**config.mk**
```make
export PLATFORM = sky130hd
export DESIGN_NAME = mem_arbiter
export DESIGN_NICKNAME = d
export VERILOG_FILES = /design/src/rtl/mem_arbiter.sv
export SDC_FILE = /design/constraint.sdc
export NUM_CORES = 1
export LEC_CHECK = 0
export CAP_MARGIN = 20
export CORE_MARGIN = 2
export CORE_UTILIZATION = 48
export DETAILED_ROUTE_END_ITERATION = 10
export PLACE_DENSITY = 0.81
export SETUP_SLACK_MARGIN = 0.1
export SLEW_MARGIN = 10
export SYNTH_ARGS = -nofsm -noshare
export SYNTH_HDL_FRONTEND = slang
export SYNTH_SLANG_ARGS = --single-unit
```
**constraint.sdc**
```tcl
create_clock -name clk -period 1.6 [get_ports clk]
set_clock_uncertainty 0.15 [all_clocks]
set_input_delay 0.32 -clock clk [delete_from_list [all_inputs] [get_ports clk]]
set_output_delay 0.32 -clock clk [all_outputs]
set_load 0.05 [all_outputs]
```
**src/rtl/mem_arbiter.sv**
```systemverilog
// mem_arbiter: shares one memory port between the fetch and data requesters, one transaction at a time.
// Define MEM_ARB_ROUND_ROBIN_EN for round-robin on ties; default is fixed data-over-fetch priority.
// Payload layout: memreq = {mode[1:0], addr[31:0], wdata[31:0]}, memresp = data[31:0].
module mem_arbiter (
  input  logic        clk,
  input  logic        rstn,
  input  logic        f_request_enable,
  input  logic [65:0] f_request,
  output logic        f_response_enable,
  output logic [31:0] f_response,
  input  logic        d_request_enable,
  input  logic [65:0] d_request,
  output logic        d_response_enable,
  output logic [31:0] d_response,
  output logic        m_request_enable,
  output logic [65:0] m_request,
  input  logic        m_response_enable,
  input  logic [31:0] m_response,
  output logic        busy
);

  typedef enum logic {IDLE, WAIT} state_t;

  state_t      state, state_nx;
  logic        f_pend, d_pend;
  logic [65:0] f_buf, d_buf;
  logic        owner_d;
  logic        issue, grant_d, complete;
  logic        f_inflight, d_inflight;
`ifdef MEM_ARB_ROUND_ROBIN_EN
  logic        rr_pref_d;
`endif

  always_ff @(posedge clk) begin
    if (!rstn) state <= IDLE;
    else       state <= state_nx;
  end

  always_comb begin
    state_nx = state;
    issue    = 1'b0;
    grant_d  = 1'b0;
    complete = 1'b0;
    case (state)
      IDLE: begin
        if (f_pend || d_pend) begin
          issue = 1'b1;
`ifdef MEM_ARB_ROUND_ROBIN_EN
          grant_d = d_pend && (!f_pend || rr_pref_d);
`else
          grant_d = d_pend;
`endif
          state_nx = WAIT;
        end
      end
      WAIT: begin
        if (m_response_enable) begin
          complete = 1'b1;
          state_nx = IDLE;
        end
      end
      default: state_nx = IDLE;
    endcase
  end

  always_comb begin
    f_inflight = (state == WAIT) && !owner_d;
    d_inflight = (state == WAIT) && owner_d;
    busy       = (state != IDLE) || f_pend || d_pend;
  end

  // A port's pend and its issue are mutually exclusive per cycle, so capture and clear never collide.
  always_ff @(posedge clk) begin
    if (!rstn) begin
      f_pend            <= 1'b0;
      d_pend            <= 1'b0;
      f_buf             <= '0;
      d_buf             <= '0;
      owner_d           <= 1'b0;
      m_request_enable  <= 1'b0;
      m_request         <= '0;
      f_response_enable <= 1'b0;
      f_response        <= '0;
      d_response_enable <= 1'b0;
      d_response        <= '0;
`ifdef MEM_ARB_ROUND_ROBIN_EN
      rr_pref_d         <= 1'b1;
`endif
    end else begin
      m_request_enable  <= 1'b0;
      f_response_enable <= 1'b0;
      d_response_enable <= 1'b0;

      if (issue) begin
        m_request_enable <= 1'b1;
        m_request        <= grant_d ? d_buf : f_buf;
        owner_d          <= grant_d;
`ifdef MEM_ARB_ROUND_ROBIN_EN
        rr_pref_d        <= !grant_d;
`endif
        if (grant_d) d_pend <= 1'b0;
        else         f_pend <= 1'b0;
      end

      if (complete) begin
        if (owner_d) begin
          d_response        <= m_response;
          d_response_enable <= 1'b1;
        end else begin
          f_response        <= m_response;
          f_response_enable <= 1'b1;
        end
      end

      if (f_request_enable && !f_pend && !f_inflight) begin
        f_pend <= 1'b1;
        f_buf  <= f_request;
      end
      if (d_request_enable && !d_pend && !d_inflight) begin
        d_pend <= 1'b1;
        d_buf  <= d_request;
      end
    end
  end

endmodule

```
# --- Word level (Yosys, flattened, before mapping) ---
# Index checks and enable logic that the tools add are counted.
classes:
  eq_ne: 1
  n_mux: 18
  bitwise: 2
  n_reduce_logical: 22
ops:
  columns: ["operator", "n"]
  rows:
  - ["66-bit 2-to-1 mux", 1]
  - ["1-bit 2-to-1 mux", 16]
  - ["2-bit AND reduction", 5]
  - ["1-bit logical AND", 6]
  - ["2-bit nonzero test", 3]
  - ["1-bit zero test", 5]
  - ["1-bit logical OR", 3]
  - ["2-bit by 1-bit inequality test with 1-bit output (second input constant)", 1]
  - ["1-bit inverter", 2]
  - ["1-bit one-hot mux with 2 select lines", 1]
word_totals:
  regBits: 269
  in_bits: 169
  out_inout_bits: 134
  elab_cells: 55

# --- Longest topological paths before layout ---
logic_depth:
  depth_word: 6
  ltp_mapped: 6
  ltp_nobuf: 3

# --- Worst setup path after synthesis ---
# No wires, ideal clock.
synth_timing:
  path_type: "flip-flop to flip-flop"
  from: "register state"
  to: "register state"
  setup_time_ns: 0.116
  arrival_ns: 1.256
  required_time_ns: 1.334
  setup_slack_ns: 0.078
  stages_incl_launch_ff: 4
  n_path_buf: 1
  synth_period_minus_slack_ns: 1.522
  cell_sequence: "dfxtp_1 -> buf_2 -> or3_1 -> and3_1"
synth_between:
  elab_chain_cells: 2
synth_rtl:
  columns: ["element", "line_no", "rtl"]
  rows:
  - ["from (decl)", "24", "state_t state, state_nx;"]
  - ["from (signal assigned)", "36", "else state <= state_nx;"]
  - ["1-bit inverter", null, null]
  - ["1-bit one-hot mux with 2 select lines (*)", "44", "case (state)"]
# Every way passes the cells marked *; elsewhere a longest branch is shown, timed or not.
# A chain may end at the register's enable or synchronous reset.

# --- Worst setup path after layout ---
layout_timing:
  from: "register state"
  to: "register f_buf[15]"
layout_between:
  elab_chain_cells: 3
layout_rtl:
  columns: ["element", "line_no", "rtl"]
  rows:
  - ["1-bit logical AND", "67", "f_inflight = (state == WAIT) && !owner_d;"]
  - ["1-bit zero test", "115", "if (f_request_enable && !f_pend && !f_inflight) begin"]
  - ["1-bit logical AND", "115", null]
  - ["to (signal assigned)", "117", "f_buf <= f_request;"]
  - ["to (decl)", "26", "logic [65:0] f_buf, d_buf;"]
# Every way passes these cells.

==> flow_summary.html <==
<table>
<tr><th>Metric</th><th>Value</th></tr>
<tr><th colspan="2">Outcome</th></tr>
<tr><td>Run status</td><td>finished, violations left</td></tr>
<tr><td>Violated checks</td><td>negative setup slack</td></tr>
<tr><th colspan="2">Floorplanning</th></tr>
<tr><td>Die width</td><td>152 um</td></tr>
<tr><td>Num rows</td><td>54</td></tr>
<tr><td>Count of boundary I/O pins</td><td>303</td></tr>
<tr><td>Die area</td><td>between 0.02 and 0.025 mm2</td></tr>
<tr><td>Overall die height</td><td>about 150 um</td></tr>
<tr><td>Initial cell density of the core</td><td>approximately half</td></tr>
<tr><td>Core area</td><td>around 0.022 mm2</td></tr>
<tr><th colspan="2">Setup path</th></tr>
<tr><td>R2R Path Start</td><td>state</td></tr>
<tr><td>Startpoint of the worst setup timing path</td><td>state</td></tr>
<tr><td>Crit end category</td><td>register</td></tr>
<tr><td>Flop2flop setup slack</td><td>-480 ps</td></tr>
<tr><td>Startpoint class of the critical path</td><td>register</td></tr>
<tr><td>Crit Path Max Fanout</td><td>8</td></tr>
<tr><td>Endpoint of the most critical register-to-register path</td><td>f_buf[15]</td></tr>
<tr><td>CP Data Arrival Time</td><td>2390 ps</td></tr>
<tr><td>Depth of the worst register-to-register path</td><td>8</td></tr>
<tr><td>Critical Path RT</td><td>between 1500 and 2000 ps</td></tr>
<tr><td>Critical path class</td><td>reg -&gt; reg</td></tr>
<tr><td>Crit path to</td><td>f_buf[15]</td></tr>
<tr><th colspan="2">Detailed routing</th></tr>
<tr><td>Highest routing layer actually used</td><td>met5</td></tr>
<tr><td>Routed via count divided by cell count</td><td>between 6 and 7</td></tr>
<tr><td>Antenna Violating Nets Remaining</td><td>0</td></tr>
<tr><td>Wire length the detailed router placed on met1</td><td>17,400 um</td></tr>
<tr><td>Met3 wire length</td><td>approximately 4300 um</td></tr>
<tr><td>Wire length per cell</td><td>between 20 and 30 um</td></tr>
<tr><td>Number of vias in the routed layout</td><td>11,061</td></tr>
<tr><td>Total wire length after detailed routing</td><td>slightly below 50,000 um</td></tr>
<tr><td>Initial detailed-routing violation count</td><td>706</td></tr>
<tr><td>Number of remaining DRC errors</td><td>0</td></tr>
<tr><td>Met2 routed wirelength</td><td>23,900 um</td></tr>
<tr><td>Router iterations before antenna repair</td><td>5</td></tr>
<tr><th colspan="2">Synthesis</th></tr>
<tr><td>Gate count of the mapped netlist</td><td>about 1,100</td></tr>
<tr><td>Mean cell area of the mapped netlist</td><td>between 9 and 10 um2</td></tr>
<tr><td>Syn nets</td><td>roughly 1,300</td></tr>
<tr><td>Post-Synth Simple-Gate Area</td><td>around 16%</td></tr>
<tr><td>Most used DFF post-synth</td><td>sky130_fd_sc_hd__dfxtp_1</td></tr>
<tr><td>Combinational family with the most area after synthesis</td><td>simple AND/OR/NAND/NOR gates</td></tr>
<tr><td>Count of state elements after synthesis</td><td>between 200 and 300</td></tr>
<tr><td>Post-synthesis async set-or-reset flop share</td><td>0%</td></tr>
<tr><td>Register area share after synthesis</td><td>about 51%</td></tr>
<tr><td>Adder-Cell Fraction of Synth Area</td><td>0%</td></tr>
<tr><td>Synthesized-area fraction occupied by ao, oa, aoi and oai cells</td><td>roughly 15%</td></tr>
<tr><td>Number of distinct standard cells referenced by the synthesized netlist</td><td>28</td></tr>
<tr><td>Count of flip-flops with a built-in enable after synthesis</td><td>0</td></tr>
<tr><td>YS warnings</td><td>0</td></tr>
<tr><td>Post-Synthesis Cell Area</td><td>approximately 0.010 mm2</td></tr>
<tr><td>Area share of xor/xnor cells in the synthesized design</td><td>0%</td></tr>
<tr><td>Multiplexer share of the synthesized area</td><td>12.2%</td></tr>
<tr><th colspan="2">Global route</th></tr>
<tr><td>Grt total ovfl</td><td>0</td></tr>
<tr><td>Wire length of the first global-routing pass</td><td>about 55,000 um</td></tr>
<tr><td>Total routing resource utilization after global routing</td><td>between 30% and 40%</td></tr>
<tr><td>Number of global-route vias before repair</td><td>between 10,000 and 15,000</td></tr>
<tr><td>Number of antenna violations at the first check in global routing</td><td>2</td></tr>
<tr><td>Largest net degree at the start of global routing</td><td>71</td></tr>
<tr><th colspan="2">Run</th></tr>
<tr><td>Number of violations of the max-capacitance limit</td><td>0</td></tr>
<tr><th colspan="2">Place</th></tr>
<tr><td>Half-perimeter wire length after detailed placement</td><td>20,300 um</td></tr>
<tr><td>Placed Area</td><td>between 0.015 and 0.02 mm2</td></tr>
<tr><td>Number of I/O port buffers</td><td>302</td></tr>
<tr><td>Final Wtd Congestion</td><td>just over 0.8</td></tr>
<tr><th colspan="2">Timing</th></tr>
<tr><td>Highest attainable clock frequency</td><td>roughly 480 MHz</td></tr>
<tr><td>Final count of negative-setup-slack endpoints</td><td>245</td></tr>
<tr><td>Setup repair after global routing missed its margin</td><td>yes</td></tr>
<tr><td>Final number of max-transition violations</td><td>0</td></tr>
<tr><td>Final count of hold timing violations</td><td>0</td></tr>
<tr><td>Final clock period utilization by the worst path</td><td>130%</td></tr>
<tr><td>Slew at the pin closest to its max-slew limit</td><td>about 440 ps</td></tr>
<tr><td>Final worst path period need</td><td>2080 ps</td></tr>
<tr><td>Slew margin rel.</td><td>70.5%</td></tr>
<tr><td>Setup WS post-layout</td><td>-485 ps</td></tr>
<tr><th colspan="2">Cells and area</th></tr>
<tr><td>Layout cell share with drive strength beyond 1</td><td>about 42%</td></tr>
<tr><td>Post-route core utilization</td><td>90.1%</td></tr>
<tr><td>Post-Layout Inst Area</td><td>between 0.015 and 0.02 mm2</td></tr>
<tr><td>Area Growth Syn to Fin</td><td>85.7%</td></tr>
<tr><td>Layout Nets</td><td>approximately 1,700</td></tr>
<tr><th colspan="2">Power and ir drop</th></tr>
<tr><td>Peak ir drop on the vdd network</td><td>about 1000 uV</td></tr>
<tr><td>P_leak</td><td>between 7 and 8 nW</td></tr>
<tr><td>Cell area power density</td><td>about 1000 mW/mm2</td></tr>
<tr><th colspan="2">Min path</th></tr>
<tr><td>Class of the tightest hold or removal check</td><td>in -&gt; reg</td></tr>
<tr><td>Min-Delay Startpoint</td><td>d_request[6]</td></tr>
<tr><th colspan="2">Clock network</th></tr>
<tr><td>Clock net sink count</td><td>269</td></tr>
<tr><td>Clk buf depth</td><td>3</td></tr>
<tr><td>CTS root buf</td><td>sky130_fd_sc_hd__clkbuf_16</td></tr>
<tr><td>Number of levels the H-tree was split into</td><td>1</td></tr>
<tr><td>CTS tree</td><td>built</td></tr>
<tr><td>Clock latency on the worst-skew pair</td><td>approximately 550 ps</td></tr>
<tr><td>CTS clock-pin slew for the worst setup and hold paths</td><td>70 ps</td></tr>
<tr><td>Total CTS buffers</td><td>29</td></tr>
</table>
==> logic make-up after synthesis <==
family	Yosys count
simple gates	354
flops	269
compound gates	268
mux	128
buf+inv	105
==> registers in the layout, indices dropped and copies added, names as in the netlist <==
name,cells
f_response,32
m_request_enable,1
d_response_enable,1
state,1
d_response,32
m_request,66
f_response_enable,1
f_pend,1
d_pend,1
f_buf,66
d_buf,66
owner_d,1
==> cells in the mapped netlist (2+ instances only) <==
cell type	count	area (um2)
sky130_fd_sc_hd__dfxtp_1	269	5390
sky130_fd_sc_hd__nand2_1	263	987
sky130_fd_sc_hd__a21oi_1	132	661
sky130_fd_sc_hd__mux2i_1	128	1280
sky130_fd_sc_hd__o21ai_0	68	340
sky130_fd_sc_hd__or3b_1	66	578
sky130_fd_sc_hd__o2bb2ai_1	62	543
sky130_fd_sc_hd__clkbuf_1	55	206
sky130_fd_sc_hd__buf_2	33	165
sky130_fd_sc_hd__nor2_1	12	45.0
sky130_fd_sc_hd__buf_6	9	101
sky130_fd_sc_hd__buf_1	5	18.8
sky130_fd_sc_hd__o221ai_1	4	35.0
sky130_fd_sc_hd__and3_1	2	12.5
sky130_fd_sc_hd__and3b_1	2	17.5
sky130_fd_sc_hd__inv_1	2	7.51
==> cell type report <==
| class | instances | area, um2 |
|---|---|---|
| clock inverter | 12 | 114 |
| timing repair buffer | 477 | 6870 |
| multi-input combinational | 751 | 5650 |
| fill | 790 | 2150 |
| clock buffer | 39 | 803 |
| inverter | 3 | 13.8 |
| sequential | 269 | 5670 |
| antenna | 1 | 2.50 |
| tap | 280 | 350 |
==> power by group <==
part	leakage, nW	switching (W)	total [W]	internal [W]
clock network	0.457	0.00294	0.00676	0.00382
registers	2.27	0.000382	0.00749	0.00711
logic	4.71	0.00265	0.00531	0.00266
total	7.44	0.00596	0.0196	0.0136
==> layout by cell type, fill, tap and decap left out, types with 2 or more instances in the layout <==
| master | n |
|---|---|
| sky130_fd_sc_hd__nand2_1 | 254 |
| sky130_fd_sc_hd__clkdlybuf4s50_1 | 167 |
| sky130_fd_sc_hd__buf_12 | 161 |
| sky130_fd_sc_hd__dfxtp_1 | 134 |
| sky130_fd_sc_hd__mux2i_1 | 124 |
| sky130_fd_sc_hd__a21oi_1 | 97 |
| sky130_fd_sc_hd__dfxtp_2 | 89 |
| sky130_fd_sc_hd__buf_4 | 76 |
| sky130_fd_sc_hd__clkbuf_16 | 50 |
| sky130_fd_sc_hd__or3b_1 | 48 |
| sky130_fd_sc_hd__dfxtp_4 | 46 |
| sky130_fd_sc_hd__o2bb2ai_2 | 43 |
| sky130_fd_sc_hd__a21oi_2 | 35 |
| sky130_fd_sc_hd__o21ai_0 | 26 |
| sky130_fd_sc_hd__buf_6 | 25 |
| sky130_fd_sc_hd__o21ai_1 | 23 |
| sky130_fd_sc_hd__or3b_4 | 19 |
| sky130_fd_sc_hd__o2bb2ai_4 | 19 |
| sky130_fd_sc_hd__o21ai_2 | 18 |
| sky130_fd_sc_hd__buf_16 | 15 |
| sky130_fd_sc_hd__buf_8 | 12 |
| sky130_fd_sc_hd__nor2_1 | 11 |
| sky130_fd_sc_hd__clkinv_2 | 8 |
| sky130_fd_sc_hd__nand2_4 | 6 |
| sky130_fd_sc_hd__clkbuf_1 | 6 |
| sky130_fd_sc_hd__o221ai_2 | 4 |
| sky130_fd_sc_hd__clkbuf_8 | 4 |
| sky130_fd_sc_hd__mux2i_2 | 3 |
| sky130_fd_sc_hd__nand2_2 | 3 |
| sky130_fd_sc_hd__inv_4 | 2 |
| sky130_fd_sc_hd__nor2_4 | 2 |
| sky130_fd_sc_hd__nand2_8 | 2 |
| sky130_fd_sc_hd__inv_1 | 2 |
| sky130_fd_sc_hd__bufinv_16 | 2 |
==> stage by stage <==
stage                     std cells  power [W]  setup TNS [ps]  worst slack, ps  hold WS (ps)
after global placement         1638     0.0108          -28020             -232           292
after floorplan                1124    0.00929               0              142           284
final                          1832     0.0196          -40820             -485           180
after CTS                      1739     0.0181          -13520             -407           158
after detailed placement       1638     0.0109          -34150             -268           300
after global routing           1832     0.0199          -46050             -484           197
==> metal layers <==
metal	vias up	track usage, %
met1	5395	35.9
met2	698	52.7
met5	-	0
met3	247	8.59
met4	2	11.9
li1	4719	-
==> how the worst min path moves through the flow <==
stage                      to  slack, ps  depth (start not counted)
floorplan            d_buf[0]        280                          2
global placement     d_buf[8]        290                          2
detailed placement  d_buf[29]        300                          2
CTS                    d_pend        160                          4
global route         d_buf[6]        200                          3
finish               d_buf[6]        180                          3
==> critical path, cell delays in order (launching register included) <==
cell and delay, ps:
sky130_fd_sc_hd__dfxtp_4 340, sky130_fd_sc_hd__buf_4 130, sky130_fd_sc_hd__buf_8 130, sky130_fd_sc_hd__nor2b_4 160, sky130_fd_sc_hd__buf_6 150, sky130_fd_sc_hd__buf_6 120
sky130_fd_sc_hd__clkbuf_16 160, sky130_fd_sc_hd__or3b_1 380, sky130_fd_sc_hd__a21oi_1 270
==> repair_timing <==
action,4_1_cts,5_1_grt
gates cloned,18,25
setup buffers,32,75
hold endpoints to repair,0,0
pin swaps,9,186
setup endpoints to repair,338,350
hold buffers,0,0
resized for setup,176,320
Note: power is estimated with default switching activity, not from simulation.
